`src/rtl/u_rf_wb_arb_if.sv`:
```
// Bundle of the write-back arbiter's producer, regfile-port and scoreboard signals.
// Producers and the regfile side connect through the master modport; the arbiter uses slave.
interface u_rf_wb_arb_if #(
    parameter int AW = 5,
    parameter int DW = 32
);
    // Handshake: a request transfers at a rising edge where x_v & x_r are both high;
    // the producer holds x_v/x_a/x_d stable until that edge, and x_r never depends on x_v.
    logic          flush;
    logic          alu_v;
    logic          alu_r;
    logic [AW-1:0] alu_a;
    logic [DW-1:0] alu_d;
    logic          lsu_v;
    logic          lsu_r;
    logic [AW-1:0] lsu_a;
    logic [DW-1:0] lsu_d;
    logic          rd_e;
    logic [AW-1:0] rd_a;
    logic [DW-1:0] rd_i;
    logic [31:0]   pend_o;
    logic          busy_o;

    modport master (
        output flush, alu_v, alu_a, alu_d, lsu_v, lsu_a, lsu_d,
        input  alu_r, lsu_r, rd_e, rd_a, rd_i, pend_o, busy_o
    );

    modport slave (
        input  flush, alu_v, alu_a, alu_d, lsu_v, lsu_a, lsu_d,
        output alu_r, lsu_r, rd_e, rd_a, rd_i, pend_o, busy_o
    );
endinterface

```
`src/rtl/u_rf_wb_arb.sv`:
```
// Register-file write-back arbiter: ALU and LSU FIFOs share one registered write port.
// Define U_RF_WB_RR_EN for round-robin arbitration; default is fixed priority LSU over ALU.
module u_rf_wb_arb #(
    parameter int DEPTH = 2,
    parameter int AW    = 5,
    parameter int DW    = 32
) (
    input logic           clk,
    input logic           rst,
    u_rf_wb_arb_if.slave  bus
);
    localparam int PW = $clog2(DEPTH);
    localparam int CW = PW + 1;
    localparam int EW = AW + DW;

    // Source index 0 is the ALU, 1 is the LSU.
    logic [EW-1:0] mem [2][DEPTH];
    logic [PW-1:0] wp [2];
    logic [PW-1:0] rp [2];
    logic [CW-1:0] cnt [2];
    logic [AW-1:0] src_a [2];
    logic [DW-1:0] src_d [2];
    logic [1:0]    src_v, src_r, full, ne, push, gnt;
    logic [EW-1:0] win;
    logic          rd_e_q;
    logic [AW-1:0] rd_a_q;
    logic [DW-1:0] rd_i_q;
    logic [31:0]   pend;

    assign src_v    = {bus.lsu_v, bus.alu_v};
    assign src_a[0] = bus.alu_a;
    assign src_a[1] = bus.lsu_a;
    assign src_d[0] = bus.alu_d;
    assign src_d[1] = bus.lsu_d;

    always_comb begin
        full  = '0;
        ne    = '0;
        src_r = '0;
        push  = '0;
        for (int s = 0; s < 2; s++) begin
            full[s]  = (cnt[s] == CW'(DEPTH));
            ne[s]    = (cnt[s] != '0);
            src_r[s] = !full[s] && !bus.flush && !rst;
            // x0 writes complete the handshake but are discarded here.
            push[s]  = src_v[s] && src_r[s] && (src_a[s] != '0);
        end
    end

`ifdef U_RF_WB_RR_EN
    logic rr_alu;

    always_ff @(posedge clk or posedge rst) begin
        if (rst)         rr_alu <= 1'b1;
        else if (gnt[1]) rr_alu <= 1'b1;
        else if (gnt[0]) rr_alu <= 1'b0;
    end

    always_comb begin
        gnt = ne;
        if (ne[0] && ne[1]) gnt = rr_alu ? 2'b01 : 2'b10;
        if (bus.flush)      gnt = 2'b00;
    end
`else
    always_comb begin
        gnt = 2'b00;
        if (ne[1])      gnt = 2'b10;
        else if (ne[0]) gnt = 2'b01;
        if (bus.flush)  gnt = 2'b00;
    end
`endif

    assign win = gnt[1] ? mem[1][rp[1]] : mem[0][rp[0]];

    always_ff @(posedge clk) begin
        for (int s = 0; s < 2; s++)
            if (push[s]) mem[s][wp[s]] <= {src_a[s], src_d[s]};
    end

    always_ff @(posedge clk or posedge rst) begin
        if (rst) begin
            for (int s = 0; s < 2; s++) begin
                wp[s]  <= '0;
                rp[s]  <= '0;
                cnt[s] <= '0;
            end
        end else if (bus.flush) begin
            for (int s = 0; s < 2; s++) begin
                wp[s]  <= '0;
                rp[s]  <= '0;
                cnt[s] <= '0;
            end
        end else begin
            for (int s = 0; s < 2; s++) begin
                if (push[s]) wp[s] <= wp[s] + PW'(1);
                if (gnt[s])  rp[s] <= rp[s] + PW'(1);
                case ({push[s], gnt[s]})
                    2'b10:   cnt[s] <= cnt[s] + CW'(1);
                    2'b01:   cnt[s] <= cnt[s] - CW'(1);
                    default: cnt[s] <= cnt[s];
                endcase
            end
        end
    end

    // Address/data are zeroed when idle so the regfile's forward path reads 0.
    always_ff @(posedge clk or posedge rst) begin
        if (rst) begin
            rd_e_q <= 1'b0;
            rd_a_q <= '0;
            rd_i_q <= '0;
        end else begin
            rd_e_q <= |gnt;
            rd_a_q <= (|gnt) ? win[EW-1:DW] : '0;
            rd_i_q <= (|gnt) ? win[DW-1:0]  : '0;
        end
    end

    always_comb begin
        logic [PW-1:0] idx;
        logic [EW-1:0] ent;
        pend = '0;
        idx  = '0;
        ent  = '0;
        for (int s = 0; s < 2; s++) begin
            for (int i = 0; i < DEPTH; i++) begin
                idx = rp[s] + PW'(i);
                ent = mem[s][idx];
                if (CW'(i) < cnt[s]) pend[ent[EW-1:DW]] = 1'b1;
            end
        end
        if (rd_e_q) pend[rd_a_q] = 1'b1;
        pend[0] = 1'b0;
    end

    assign bus.alu_r  = src_r[0];
    assign bus.lsu_r  = src_r[1];
    assign bus.rd_e   = rd_e_q;
    assign bus.rd_a   = rd_a_q;
    assign bus.rd_i   = rd_i_q;
    assign bus.pend_o = pend;
    assign bus.busy_o = (cnt[0] != '0) || (cnt[1] != '0) || rd_e_q;
endmodule

```
`src/flat_wrapper.sv`:
```
// flat-port wrapper written by rule: the top's interface ports become plain ports
module u_rf_wb_arb_flat 
#(
    parameter int DEPTH = 2,
    parameter int AW    = 5,
    parameter int DW    = 32
)
  (clk, rst, bus_flush, bus_alu_v, bus_alu_a, bus_alu_d, bus_lsu_v, bus_lsu_a, bus_lsu_d, bus_alu_r, bus_lsu_r, bus_rd_e, bus_rd_a, bus_rd_i, bus_pend_o, bus_busy_o);
  u_rf_wb_arb_if #(.AW(AW), .DW(DW)) bus_i ();
  input logic clk;
  input logic rst;
  input wire logic [$bits(bus_i.flush)-1:0] bus_flush;
  input wire logic [$bits(bus_i.alu_v)-1:0] bus_alu_v;
  input wire logic [$bits(bus_i.alu_a)-1:0] bus_alu_a;
  input wire logic [$bits(bus_i.alu_d)-1:0] bus_alu_d;
  input wire logic [$bits(bus_i.lsu_v)-1:0] bus_lsu_v;
  input wire logic [$bits(bus_i.lsu_a)-1:0] bus_lsu_a;
  input wire logic [$bits(bus_i.lsu_d)-1:0] bus_lsu_d;
  output wire logic [$bits(bus_i.alu_r)-1:0] bus_alu_r;
  output wire logic [$bits(bus_i.lsu_r)-1:0] bus_lsu_r;
  output wire logic [$bits(bus_i.rd_e)-1:0] bus_rd_e;
  output wire logic [$bits(bus_i.rd_a)-1:0] bus_rd_a;
  output wire logic [$bits(bus_i.rd_i)-1:0] bus_rd_i;
  output wire logic [$bits(bus_i.pend_o)-1:0] bus_pend_o;
  output wire logic [$bits(bus_i.busy_o)-1:0] bus_busy_o;
  assign bus_i.flush = bus_flush;
  assign bus_i.alu_v = bus_alu_v;
  assign bus_i.alu_a = bus_alu_a;
  assign bus_i.alu_d = bus_alu_d;
  assign bus_i.lsu_v = bus_lsu_v;
  assign bus_i.lsu_a = bus_lsu_a;
  assign bus_i.lsu_d = bus_lsu_d;
  assign bus_alu_r = bus_i.alu_r;
  assign bus_lsu_r = bus_i.lsu_r;
  assign bus_rd_e = bus_i.rd_e;
  assign bus_rd_a = bus_i.rd_a;
  assign bus_rd_i = bus_i.rd_i;
  assign bus_pend_o = bus_i.pend_o;
  assign bus_busy_o = bus_i.busy_o;
  u_rf_wb_arb #(.DEPTH(DEPTH), .AW(AW), .DW(DW)) u_core (.clk(clk), .rst(rst), .bus(bus_i));
endmodule
```
`config.mk`:
```
export PLATFORM = sky130hd
export DESIGN_NAME = u_rf_wb_arb_flat
export DESIGN_NICKNAME = d
export VERILOG_FILES = /design/src/rtl/u_rf_wb_arb_if.sv /design/src/rtl/u_rf_wb_arb.sv /design/src/flat_wrapper.sv
export SDC_FILE = /design/constraint.sdc
export NUM_CORES = 1
export LEC_CHECK = 0
export BUFFER_PORTS_ARGS = -buffer_cell sky130_fd_sc_hd__buf_2
export CORE_UTILIZATION = 53
export CTS_BUF_LIST = sky130_fd_sc_hd__clkbuf_4
export CTS_CLUSTER_SIZE = 25
export DETAILED_ROUTE_END_ITERATION = 8
export PLACE_DENSITY_LB_ADDON = 0.2
export SLEW_MARGIN = 20
export SYNTH_ARGS = -nofsm -noshare
export SYNTH_HDL_FRONTEND = slang
export SYNTH_SLANG_ARGS = --single-unit
```
`constraint.sdc`:
```
create_clock -name clk -period 2.92 [get_ports clk]
set_input_delay 0.876 -clock clk [delete_from_list [all_inputs] [get_ports clk]]
set_output_delay 0.876 -clock clk [all_outputs]
set_load 0.01 [all_outputs]
```
==> impl_metrics.toml <==
[yosys]
synth_edf_count = 148
yosysWarningCount = 0
ys.flop_type = "edfxtp_1"
yosysSeqAreaShare_pct = 60.58
synth_cells = 706
synth_fp_nets = 791
syn_area_per_cell_um2 = 13.08
synthDistinctLibCells = 66
syn_area_um2 = 9236
synthArstFlopShare_pct = 23.71
synth-seq-cells = 194

[clocking]
cts_inserted_buffers = 17
path_clk_slew_ns = 0.20
cts_tree = "done"
root_buffer = "clkbuf_4"
clockBufferDepth = 2
clkSinkCount = 194
clk_latency_ns = 0.58
postCtsHoldBufs = 0
htreeDepth = 4

[place]
pre_cts_slack_ns = 0.01481
gp_congestion = 0.9297
dp_hpwl_mm = 18.39
port_buffers = 150

[timing]
whs_ns = 0.3105
worst_slew_pin_slew_ns = 0.6639
setup_viol = 31
hold_viol = 0
fin_crit_ns = 3.387
setup_slack_ns = -0.4667
rsz0062_at_grt = "true"
tns_ns = -12.37
finalClockSkew_ns = 0.04079
period_share_pct = 116.0
slew_headroom_pct = 55.74
max_freq_ghz = 0.2953
slew_viol_final = 0

[pwr]
p_leak_uw = 0.004443
power_per_cell_area_nw_per_um2 = 686.5
peakVddDrop_mv = 0.5436

[setup_path]
cp_cell_sequence = "buf_6 > buf_4 > nor3b_2 > o211ai_1 > buf_4 > nor2_1 > or3_1 > buf_2"
critPathLaunchType = "flop"
r2r_start = "u_core.cnt[2]$_DFFE_PP0P_"
path_max_fanout = 10
r2r_setup_slack_ns = 0.79
crit_path_end_kind = "output port"
r2r_cells = 8
slowest_delay_ns = 0.51
cp.arrival_ns = 2.51
cp.required_ns = 2.04
critPathSlowestCell = "dfrtp_4"
reg2reg_to = "u_core.mem[0][27]$_DFFE_PP_"
crit_type = "flop to output port"
cpMostUsedCell = "buf_4"

[cells_and_area]
nets = 1016
drive_gt1_share_pct = 39.41
area.growth.synth_to_final_pct = 26.19
antenna_cells = 0

[drt]
drt_iter0_markers = 528
wl_mm = 26.46
via_count = 7171
post_drt_wl_per_cell_um = 22.74
firstDrtPassIters = 5
drc_errors = 0
ant_nets = 0
viasPerCell = 6.161

[grt]
grt_antenna_before_repair = 0
grt_start_max_net_pins = 65
grt_overflow = 0
grtUsageTotal_pct = 30.07
grt_pass1_vias = 7445
grt_pass1_wl_mm = 40.61

[worst_hold_path]
hold_path_class = "primary input to asynchronous set/reset pin"

[floorplanning]
io_pins = 152
die_h_um = 134.0
start_util_pct = 54.92
fp.dieW_um = 134.0
dieArea_um2 = 17960
core_region_area_um2 = 16820
num_rows = 47

[run]
maxCapViolations = 0

[run_status]
outcome = "finished, violations left"
violations = "negative setup slack"
-- metal layers --
layer | vias to the layer above | wire length (um) | GRT usage, %
li1 | 3252 | - | -
met4 | 0 | 944 | 13.92
met5 | - | 0 | 0
met1 | 3529 | 10730 | 38.65
met3 | 57 | 1667 | 5.178
met2 | 333 | 13120 | 49.97
-- registers in the layout (all words and copies together) (netlist names) --
| register | cells |
|---|---|
| u_core.bus.rd_a | 5 |
| u_core.bus.rd_e | 1 |
| u_core.bus.rd_i | 32 |
| u_core.cnt | 4 |
| u_core.mem | 148 |
| u_core.rp | 2 |
| u_core.wp | 2 |
-- kinds of logic (layout without fill, tap and decap cells) --
| kind of cell | after synthesis | after routing | synth area share (%) |
|---|---|---|---|
| muxes | 41 | 41 | 4.633 |
| DFF | 194 | 194 | 60.58 |
| and+or+nand+nor | 209 | 209 | 13.55 |
| AOI/OAI and AO/OA | 185 | 185 | 16.11 |
| xor gates and xnor gates | 7 | 7 | 0.6638 |
| adders and majority gates | 6 | 6 | 0.8128 |
| buffers and inverters | 63 | 301 | 3.617 |
| other | 1 | 1 | 0.04060 |
-- through the flow --
step	utilization (%)	power, uW	area (um^2)	cells
after global placement	63.70	6032	10710	1103
after floorplan	-	5067	9241	706
after global routing	69.30	8338	11650	1164
final	69.30	8002	11650	1164
after detailed placement	63.70	6096	10710	1103
after CTS	67.70	7866	11390	1151
-- how the worst max path moves through the flow --
stage	startpoint	to	slack (ns)	cells past startpoint
after floorplan	bus_flush	u_core.mem[0][0]$_DFFE_PP_	-0.56	3
after global placement	u_core.rp[1]$_DFFE_PP0P_	bus_pend_o[9]	0.05	7
after detailed placement	u_core.cnt[0]$_DFFE_PP0P_	bus_pend_o[13]	0.01	8
after CTS	u_core.rp[1]$_DFFE_PP0P_	bus_pend_o[29]	-0.49	8
after global routing	u_core.rp[1]$_DFFE_PP0P_	bus_pend_o[29]	-0.57	8
final	u_core.rp[1]$_DFFE_PP0P_	bus_pend_o[3]	-0.47	8
-- power by group --
| part | leakage (uW) | internal [uW] | switching, uW |
|---|---|---|---|
| combinational | 0.00230 | 1230 | 1680 |
| sequential | 0.00196 | 3290 | 202 |
| clock | 0.000181 | 522 | 1090 |
| total | 0.00444 | 5040 | 2960 |
-- layout make-up --
class	count	area, um^2
Fill cell	1242	5164
Timing Repair Buffer	253	1714
Sequential cell	194	5603
Inverter	16	60.06
Clock inverter	15	217.7
Multi-Input combinational cell	449	3657
Clock buffer	17	127.6
Tap cell	220	275.3
-- synth_stat cells, types with 3 or more instances --
| cell type | count | area (um^2) |
|---|---|---|
| a22oi_2 | 5 | 62.56 |
| o32ai_1 | 15 | 131.4 |
| nor2_1 | 40 | 150.1 |
| inv_1 | 15 | 56.30 |
| buf_6 | 5 | 56.30 |
| xnor2_1 | 7 | 61.31 |
| o211ai_1 | 6 | 45.04 |
| nor4b_1 | 3 | 26.28 |
| nand2_1 | 7 | 26.28 |
| nor2b_1 | 56 | 350.3 |
| a32oi_2 | 6 | 97.59 |
| and4b_1 | 3 | 30.03 |
| dfrtp_1 | 46 | 1151 |
| a211oi_1 | 65 | 488.0 |
| clkbuf_1 | 13 | 48.80 |
| nand3_1 | 4 | 20.02 |
| a22oi_1 | 5 | 37.54 |
| or3b_2 | 3 | 26.28 |
| or4_1 | 4 | 30.03 |
| a31oi_1 | 3 | 18.77 |
| nor4bb_1 | 3 | 30.03 |
| o22ai_1 | 49 | 306.5 |
| a21oi_1 | 8 | 40.04 |
| or3_1 | 30 | 187.7 |
| a32oi_1 | 4 | 35.03 |
| mux2i_1 | 38 | 380.4 |
| nor3b_1 | 4 | 30.03 |
| clkbuf_2 | 3 | 15.01 |
| nand2b_1 | 4 | 25.02 |
| edfxtp_1 | 148 | 4444 |
| a31oi_2 | 5 | 62.56 |
| buf_2 | 18 | 90.09 |
| nor3_1 | 25 | 125.1 |
| ha_1 | 6 | 75.07 |
| buf_4 | 6 | 45.04 |
| nand3b_1 | 8 | 60.06 |
-- timing repair --
action / 4_1_cts / 5_1_grt
buffers inserted: 16 / 14
gates resized for setup: 41 / 33
endpoints found under the setup margin: 32 / 32
pin swaps: 14 / 10
-- worst max-delay path: cells and delay by family (launching register included) --
kind                   cells  cell delay, ns
buffers and inverters      4            0.64
AND/OR/NAND/NOR            3            0.61
flip-flops                 1            0.51
AO/OA/AOI/OAI              1            0.18
-- cells in the final DEF, fill, tap and decap left out, drive strengths merged, types with 7 or more instances in the layout --
| master | netlist | final |
|---|---|---|
| a211oi | 65 | 65 |
| o22ai | 49 | 49 |
| nor2b | 57 | 57 |
| dfrtp | 46 | 46 |
| o32ai | 15 | 15 |
| nor3 | 26 | 26 |
| mux2i | 40 | 40 |
| a22oi | 10 | 10 |
| nand2 | 7 | 7 |
| buf | 31 | 253 |
| a21oi | 9 | 9 |
| edfxtp | 148 | 148 |
| inv | 16 | 26 |
| o211ai | 7 | 7 |
| clkbuf | 16 | 17 |
| nand3b | 8 | 8 |
| nor2 | 40 | 40 |
| a31oi | 9 | 9 |
| xnor2 | 7 | 7 |
| or3 | 30 | 30 |
| a32oi | 11 | 11 |
Power figures use the tool's default switching activity.
